**src/rtl/mmu_feeder.sv**
```systemverilog
// Input skew stage for the NxN systolic array: re-times lane r by r cycles to form the wavefront.
// Optional bubble statistics (stall_cnt) are built only when MMU_FEEDER_STATS_EN is defined.
module mmu_feeder #(
    parameter int unsigned N     = 4,
    parameter int unsigned DW    = 8,
    parameter int unsigned K_MAX = 16
) (
    input  logic          clk,
    input  logic          rst,
    input  logic          in_valid,
    output logic          in_ready,
    input  logic [DW-1:0] in_act [N],
    input  logic [DW-1:0] in_wgt [N],
    input  logic          in_last,
    output logic          valid_o,
    output logic [DW-1:0] activation_rows [N],
    output logic [DW-1:0] weight_columns [N],
    output logic          busy,
    output logic          done,
    output logic          err,
    output logic [15:0]   stall_cnt
);
    localparam int unsigned BcW = $clog2(K_MAX + 1);
    localparam int unsigned DcW = (N > 1) ? $clog2(N) : 1;
    localparam logic [BcW-1:0] BeatLimit = BcW'(K_MAX - 1);
    localparam logic [DcW-1:0] DrainLast = DcW'((N > 1) ? N - 2 : 0);

    typedef enum logic [1:0] {StIdle, StStream, StDrain} state_e;

    state_e         state_q, state_d;
    logic [BcW-1:0] beat_cnt_q, beat_cnt_d;
    logic [DcW-1:0] drain_cnt_q, drain_cnt_d;
    logic           err_q, err_d;
    logic           vld_q;
    logic           accept;
    logic           last_drain;

    assign in_ready   = ~rst & (state_q != StDrain);
    assign accept     = in_valid & in_ready;
    assign last_drain = (drain_cnt_q == DrainLast);

    always_comb begin
        state_d     = state_q;
        beat_cnt_d  = beat_cnt_q;
        drain_cnt_d = drain_cnt_q;
        err_d       = err_q;
        case (state_q)
            StIdle: begin
                if (accept) begin
                    beat_cnt_d  = BcW'(1);
                    drain_cnt_d = '0;
                    state_d     = in_last ? StDrain : StStream;
                end
            end
            StStream: begin
                if (accept) begin
                    beat_cnt_d = beat_cnt_q + BcW'(1);
                    if (in_last) begin
                        drain_cnt_d = '0;
                        state_d     = StDrain;
                    end else if (beat_cnt_q == BeatLimit) begin
                        // Overlong tile: flag it and close it out as if in_last had arrived.
                        err_d       = 1'b1;
                        drain_cnt_d = '0;
                        state_d     = StDrain;
                    end
                end
            end
            StDrain: begin
                if (last_drain) begin
                    state_d = StIdle;
                end else begin
                    drain_cnt_d = drain_cnt_q + DcW'(1);
                end
            end
            default: state_d = StIdle;
        endcase
    end

    always_ff @(posedge clk) begin
        if (rst) begin
            state_q     <= StIdle;
            beat_cnt_q  <= '0;
            drain_cnt_q <= '0;
            err_q       <= 1'b0;
            vld_q       <= 1'b0;
        end else begin
            state_q     <= state_d;
            beat_cnt_q  <= beat_cnt_d;
            drain_cnt_q <= drain_cnt_d;
            err_q       <= err_d;
            vld_q       <= accept;
        end
    end

    // Lane r is a (r+1)-deep shift register; only lane 0 carries a valid bit since the
    // other lanes inherit their alignment from the skew.
    for (genvar r = 0; r < N; r++) begin : g_lane
        localparam int unsigned LW = (r + 1) * DW;
        logic [r:0][DW-1:0] act_q;
        logic [r:0][DW-1:0] wgt_q;
        logic [DW-1:0]      act_in;
        logic [DW-1:0]      wgt_in;

        assign act_in = accept ? in_act[r] : '0;
        assign wgt_in = accept ? in_wgt[r] : '0;

        always_ff @(posedge clk) begin
            if (rst) begin
                act_q <= '0;
                wgt_q <= '0;
            end else begin
                act_q <= (act_q << DW) | LW'(act_in);
                wgt_q <= (wgt_q << DW) | LW'(wgt_in);
            end
        end

        assign activation_rows[r] = act_q[r];
        assign weight_columns[r]  = wgt_q[r];
    end

    assign valid_o = vld_q;
    assign busy    = (state_q != StIdle);
    assign done    = ~rst & (state_q == StDrain) & last_drain;
    assign err     = err_q;

`ifdef MMU_FEEDER_STATS_EN
    logic [15:0] stall_q;

    always_ff @(posedge clk) begin
        if (rst) begin
            stall_q <= '0;
        end else if (state_q == StStream && !in_valid && stall_q != 16'hFFFF) begin
            stall_q <= stall_q + 16'd1;
        end
    end

    assign stall_cnt = stall_q;
`else
    assign stall_cnt = '0;
`endif

endmodule

```
**config.mk**
```make
export PLATFORM = sky130hd
export DESIGN_NAME = mmu_feeder
export DESIGN_NICKNAME = d
export VERILOG_FILES = /design/src/rtl/mmu_feeder.sv
export SDC_FILE = /design/constraint.sdc
export NUM_CORES = 1
export LEC_CHECK = 0
export CORE_ASPECT_RATIO = 0.6
export CORE_MARGIN = 2
export CORE_UTILIZATION = 47
export CTS_CLUSTER_DIAMETER = 80
export CTS_CLUSTER_SIZE = 16
export DETAILED_ROUTE_END_ITERATION = 8
export GPL_ROUTABILITY_DRIVEN = 0
export PLACE_DENSITY = 0.77
export REMOVE_ABC_BUFFERS = 1
export SYNTH_ARGS = -nofsm -noshare
export SYNTH_HDL_FRONTEND = slang
export SYNTH_SLANG_ARGS = --single-unit
```
**constraint.sdc**
```tcl
create_clock -name clk -period 1.85 [get_ports clk]
set_input_delay 0.185 -clock clk [delete_from_list [all_inputs] [get_ports clk]]
set_output_delay 0.185 -clock clk [all_outputs]
set_load 0.02 [all_outputs]
```
==> metrics.yaml, run 1 <==
rows: 30
grt_usage: 0.146
drc: 0
crit_path_start_kind: "register"
period_share: 0.954
synth_top_area_frac: 0.639
cts_root_buffer: "clkbuf_16"
via_count: 3011
die_w_um: 142
firstDrtPassIters: 4
io-pin-count: 153
synth_cells: 467
synth_seq_cells: 171
tns_ns: 0
cts_hold_buf: 0
grt_pass1_vias: 2911
drtIter0Drc: 85
synth_top_cells_by_count: "dfxtp_1, nor2b_1, buf_4, and2_1, clkbuf_1"
die_y_um: 86.7
insertion_delay_ns: 0.40
switching_power_uw: 1630
initial_utilization: 0.479
synth-xor-area-share: 0
via_per_inst: 4.22
yosysMostFrequentCell: "dfxtp_1"
postRouteAntennaNets: 0
combPwrFrac: 0.063
critPathArrivalTime_ns: 1.58
syn_area_um2: 5360
clock_sinks: 171
irDropWorstVdd_mv: 0.594
p_clk_frac: 0.452
num_antenna_cells: 0
p_sw_frac: 0.207
synth_simple_gate_area_frac: 0.219
critical_path_class: "reg -> out"
grt_max_degree: 107
fillers: 873
yosysWarnings: 0
status: "finished clean"
synth_ff_type: "dfxtp_1"
yosys-top-cells-area: "dfxtp_1, nor2b_1, buf_4, and2_1, buf_6"
max_freq_mhz: 567
period_needed_ns: 1.76
power_density_nw_per_um2: 1120
drv_slew: 0
htreeDepth: 4
drive_gt1_frac: 0.0737
cp.required_ns: 1.66
antenna_found_initial: 0
setup_viol: 0
cts_tree: "yes"
skew_ns: 0.00764
path_clk_slew_ns: 0.06
reg2regPathDepth: 5
seq_area_frac_synth: 0.639
yosysTopAreaCell: "dfxtp_1"
synthAdderAreaFrac: 0.00701
nets: 628
r2r_end: "state_q[0]$_SDFFE_PP0P_"
worst_hold_slack_ns: 0.215
rsz0062_at_grt: "false"
cts_buffers: 17
dp_hpwl_um: 5580
power_uw: 7880
worstPathMaxFanout: 8
cts_buffer_depth: 2
critPathCaptureType: "primary output"
grt_first_pass_wirelength_um: 13600
hp-class: "in -> reg"
synth_mux_area_frac: 0
die_area_um2: 12300
grt_overflow: 0
p_int_uw: 6250
max_cap_violations: 0
area_delta_synth_final_pct: 31.4
synthDistinctLibCells: 38
min_path_cells: 3
p_seq_frac: 0.485
async_flop_share: 0
syn_area_per_cell_um2: 11.5
coreArea_um2: 11200
whs_endpoint: "valid_o$_SDFF_PP0_"
routed_wl_um: 8580
hp-start: "rst"
port_buffers: 136
hold_viol_final: 0
synth_top_family_by_area: "simple AND/OR/NAND/NOR gates"
wire_per_inst_um: 12.0
rrSetupSlack_ns: 0.11
synth-compound-area-share: 0.0184
leakagePower_uw: 0.00281
r2r_start: "beat_cnt_q[0]$_SDFFE_PP0P_"
synth-edff-count: 0
==> power by group through the flow <==
stage          logic (uW)  registers (uW)  clock network [uW]
2_1_floorplan         146            3950                   0
3_3_place_gp          490            3900                   0
3_5_place_dp          499            3910                   0
4_1_cts               505            3820                3660
5_1_grt               540            3830                3800
6_report              499            3820                3560
==> cells in the final DEF (no fill, tap or decap), drive strengths merged <==
cell           instances
o21a                   1
nand3                  3
or3b                   1
or4                    1
dlymetal6s2s           1
nor2b                 98
nand2                  4
conb                  16
bufinv                 3
and2                  64
nor2                   6
a21o                   1
or3                    1
and3b                  1
and2b                  1
nor3b                  2
buf                    5
a31oi                  1
a41oi                  1
clkinvlp               1
o211ai                 1
ha                     3
or2                    2
dlygate4sd2            1
nor3                   1
clkdlybuf4s50        133
clkbuf                20
o21ai                  3
and3                   1
dfxtp                171
nand4b                 1
a21oi                  6
a211oi                 1
a2111oi                1
nand2b                 1
inv                    6
clkinv                 6
==> cell families after synthesis <==
group                      Yosys count
AOI/OAI and AO/OA                   16
adders and majority gates            3
buffers and inverters               88
DFF                                171
other                                1
and+or+nand+nor                    188
==> registers in the layout (all words and copies together) (netlist names) <==
| name | cells |
|---|---|
| drain_cnt_q | 2 |
| activation_rows | 24 |
| g_lane.wgt_q | 56 |
| state_q | 2 |
| g_lane.act_q | 56 |
| err | 1 |
| valid_o | 1 |
| beat_cnt_q | 5 |
| weight_columns | 24 |
==> worst max-delay path: stages (launching register included) <==
cell and delay (ns):
dfxtp_2 0.35, or2_2 0.29, clkdlybuf4s50_1 0.54
==> layout make-up <==
class | count | area, um^2 | area share
Sequential cell | 171 | 3420 | 0.486
Tap cell | 144 | 180 | 0.0256
Multi-Input combinational cell | 223 | 1380 | 0.197
Clock inverter | 12 | 164 | 0.0233
Timing Repair Buffer | 140 | 1430 | 0.203
Inverter | 4 | 15.0 | 0.00213
Clock buffer | 20 | 447 | 0.0634
==> per-stage QoR <==
step	utilization	cell area [um^2]	cells	setup slack, ns
after floorplan	-	4810	398	-0.286
after global placement	0.574	6420	682	0.268
after detailed placement	0.574	6420	682	0.0466
after CTS	0.629	7040	714	0.00935
after global routing	0.630	7040	714	0.0131
final	0.630	7040	714	0.0854
==> worst max-delay path by stage <==
stage	start	end	slack [ns]	cells after the start
CTS	state_q[1]$_SDFFE_PP0P_	in_ready	0.009	3
detailed placement	beat_cnt_q[0]$_SDFFE_PP0P_	state_q[0]$_SDFFE_PP0P_	0.05	5
finish	state_q[1]$_SDFFE_PP0P_	busy	0.09	2
global route	drain_cnt_q[0]$_SDFFE_PP0P_	done	0.01	4
floorplan	state_q[0]$_SDFFE_PP0P_	g_lane[0].act_q[0]$_SDFF_PP0_	-0.29	3
global placement	state_q[1]$_SDFFE_PP0P_	done	0.27	3
==> layer usage <==
| metal | share of wire | routed length, um | up-vias | track usage |
|---|---|---|---|---|
| met1 | 0.44 | 3820 | 1346 | 0.164 |
| met5 | 0 | 0 | - | 0 |
| li1 | - | - | 1539 | - |
| met4 | 0.0044 | 38 | 0 | 0.0436 |
| met2 | 0.44 | 3800 | 119 | 0.235 |
| met3 | 0.11 | 928 | 7 | 0.0878 |
==> what timing repair did <==
| item | 4_1_cts | 5_1_grt |
|---|---|---|
| setup endpoints to repair | 2 | 3 |
| buffers inserted | 0 | 0 |
| cloned | 0 | 0 |
| gates resized for setup | 2 | 3 |
| endpoints found under the hold margin | 0 | 0 |
No activity file was read; power rests on OpenSTA's default activity.
==> run 2, diff against run 1 <==
--- a/config.mk
+++ b/config.mk
@@ -5,7 +5,7 @@
 export SDC_FILE = /design/constraint.sdc
 export NUM_CORES = 1
 export LEC_CHECK = 0
-export CORE_ASPECT_RATIO = 0.6
+export CORE_ASPECT_RATIO = 1.2
 export CORE_MARGIN = 2
 export CORE_UTILIZATION = 47
 export CTS_CLUSTER_DIAMETER = 80
==> metrics.yaml, run 2 (synthesized netlist as in run 1, its figures left out) <==
reg2regPathDepth: 5  # unchanged
die_w_um: 101  # -28%
max_cap_violations: 0  # unchanged
cts_root_buffer: "clkbuf_16"
post-route-util: 0.636  # +0.00633
r2r_end: "state_q[0]$_SDFFE_PP0P_"
die_area_um2: 12300  # -0.20%
setup_viol: 0  # unchanged
postRouteAntennaNets: 0  # unchanged
hold_viol_final: 0  # unchanged
area_delta_synth_final_pct: 31.6
initial_utilization: 0.483  # +0.00422
crit_path_start_kind: "register"
grt_max_degree: 107  # unchanged
irDropWorstVdd_mv: 0.741  # +25%
via_count: 2960  # -1.7%
switching_power_uw: 1570  # -3.7%
grt_usage: 0.136  # -0.0104
critPathArrivalTime_ns: 1.59  # about the same
cts_buffers: 17  # unchanged
crit_path_start: "state_q[0]$_SDFFE_PP0P_"
p_sw_frac: 0.197  # -0.00983
dpl_worst_slack_ns: 0.191  # +0.144 ns
path_clk_slew_ns: 0.06  # about the same
postLayoutCellArea_um2: 7050  # +0.12%
hp-class: "in -> reg"
nets: 627  # -0.16%
drv_slew: 0  # unchanged
dp_hpwl_um: 5270  # -5.4%
dpl.cell_count: 691  # +1.3%
crit_path_end: "busy"
cts_buffer_depth: 2  # unchanged
rsz0062_at_grt: "false"
critical_path_class: "reg -> out"
wire_per_inst_um: 11.1  # -7.7%
status: "finished clean"
drive_gt1_frac: 0.0705  # -0.00314
coreArea_um2: 11100  # -0.87%
p_seq_frac: 0.480  # -0.005
p_clk_frac: 0.460  # +0.008
rows: 42  # +40%
power_uw: 7970  # +1.1%
insertion_delay_ns: 0.41  # about the same
routed_wl_um: 7990  # -6.8%
skew_ns: 0.00623  # -0.00142 ns
setup_ws_ns: 0.0778  # -0.00758 ns
die_y_um: 121  # +40%
final_cells: 721  # +0.98%
grt_overflow: 0  # unchanged
clock_sinks: 171  # unchanged
power_density_nw_per_um2: 1130  # +0.98%
p_int_uw: 6400  # +2.4%
critPathCaptureType: "primary output"
rrSetupSlack_ns: 0.15  # +0.04 ns
cp.required_ns: 1.66  # about the same
period_needed_ns: 1.77  # +0.00758 ns
leakagePower_uw: 0.00280  # -0.22%
postPlaceCellArea_um2: 6410  # -0.12%
fillers: 873  # unchanged
final_common_cell: "dfxtp_1"
max_freq_mhz: 564  # -0.43%
htreeDepth: 4  # unchanged
largestRegisters: "g_lane.act_q x56, g_lane.wgt_q x56"
r2r_start: "beat_cnt_q[0]$_SDFFE_PP0P_"
worstPathMaxFanout: 5  # -3
num_antenna_cells: 0  # unchanged
grt_first_pass_wirelength_um: 12600  # -7.7%
period_share: 0.958  # +0.00410
antenna_found_initial: 0  # unchanged
firstDrtPassIters: 4  # unchanged
combPwrFrac: 0.061  # -0.002
drtIter0Drc: 77  # -9.4%
drc: 0  # unchanged
via_per_inst: 4.11  # -2.6%
io-pin-count: 153  # unchanged
port_buffers: 136  # unchanged
grt_pass1_vias: 2936  # +0.86%
cts_tree: "yes"
final_cell_mix: "dfxtp_1, clkdlybuf4s50_1, nor2b_1, and2_1, clkbuf_16"
## run 2: final cells by class
cell class                 instances  area, um^2  area share
inverter                           4        15.0     0.00213
clock inverter                     9         161      0.0229
tap                              154         193      0.0273
timing repair buffer             139        1410       0.200
clock buffer                      21         460      0.0653
multi-input combinational        223        1390       0.197
sequential                       171        3420       0.486
## run 2: what timing repair did
item                       in CTS  in global routing
setup buffers                   0                  0
hold buffers                    0                  0
resized for setup               2                  4
setup endpoints to repair       2                  3
## run 2: layer usage
layer  GRT usage  share of wire  vias to the layer above
met4      0.0625          0.015                        0
met1       0.123           0.36                     1320
li1            -              -                     1528
met3      0.0674          0.077                       11
met2       0.247           0.55                      101
met5           0              0                        -
## run 2: critical path: stages (launching register included)
cell             delay [ns]
dfxtp_1                0.37
or2_2                  0.29
clkdlybuf4s50_1        0.53
## run 2: power by group through the flow
stage                     Clock, uW  Sequential (uW)  Combinational (uW)
final                          3660             3830                 483
after global routing           3900             3840                 525
after CTS                      3740             3830                 488
after detailed placement          0             3910                 486
after global placement            0             3900                 475
after floorplan                   0             3950                 146
## run 2: worst min-delay path by stage
| stage | start | endpoint | slack [ns] | cells after the start |
|---|---|---|---|---|
| floorplan | rst | beat_cnt_q[1]$_SDFFE_PP0P_ | 0.25 | 1 |
| global placement | g_lane[3].act_q[8]$_SDFF_PP0_ | g_lane[3].act_q[16]$_SDFF_PP0_ | 0.42 | 1 |
| detailed placement | g_lane[3].act_q[17]$_SDFF_PP0_ | activation_rows[1]$_SDFF_PP0_ | 0.42 | 1 |
| CTS | rst | valid_o$_SDFF_PP0_ | 0.22 | 3 |
| global route | rst | valid_o$_SDFF_PP0_ | 0.24 | 3 |
| finish | rst | valid_o$_SDFF_PP0_ | 0.23 | 3 |
## run 2: metrics by stage
stage | TNS, ns | hold slack, ns
4_1_cts | 0 | 0.223
2_1_floorplan | -18.52 | 0.254
3_5_place_dp | 0 | 0.420
3_3_place_gp | 0 | 0.416
5_1_grt | 0 | 0.238
6_report | 0 | 0.225
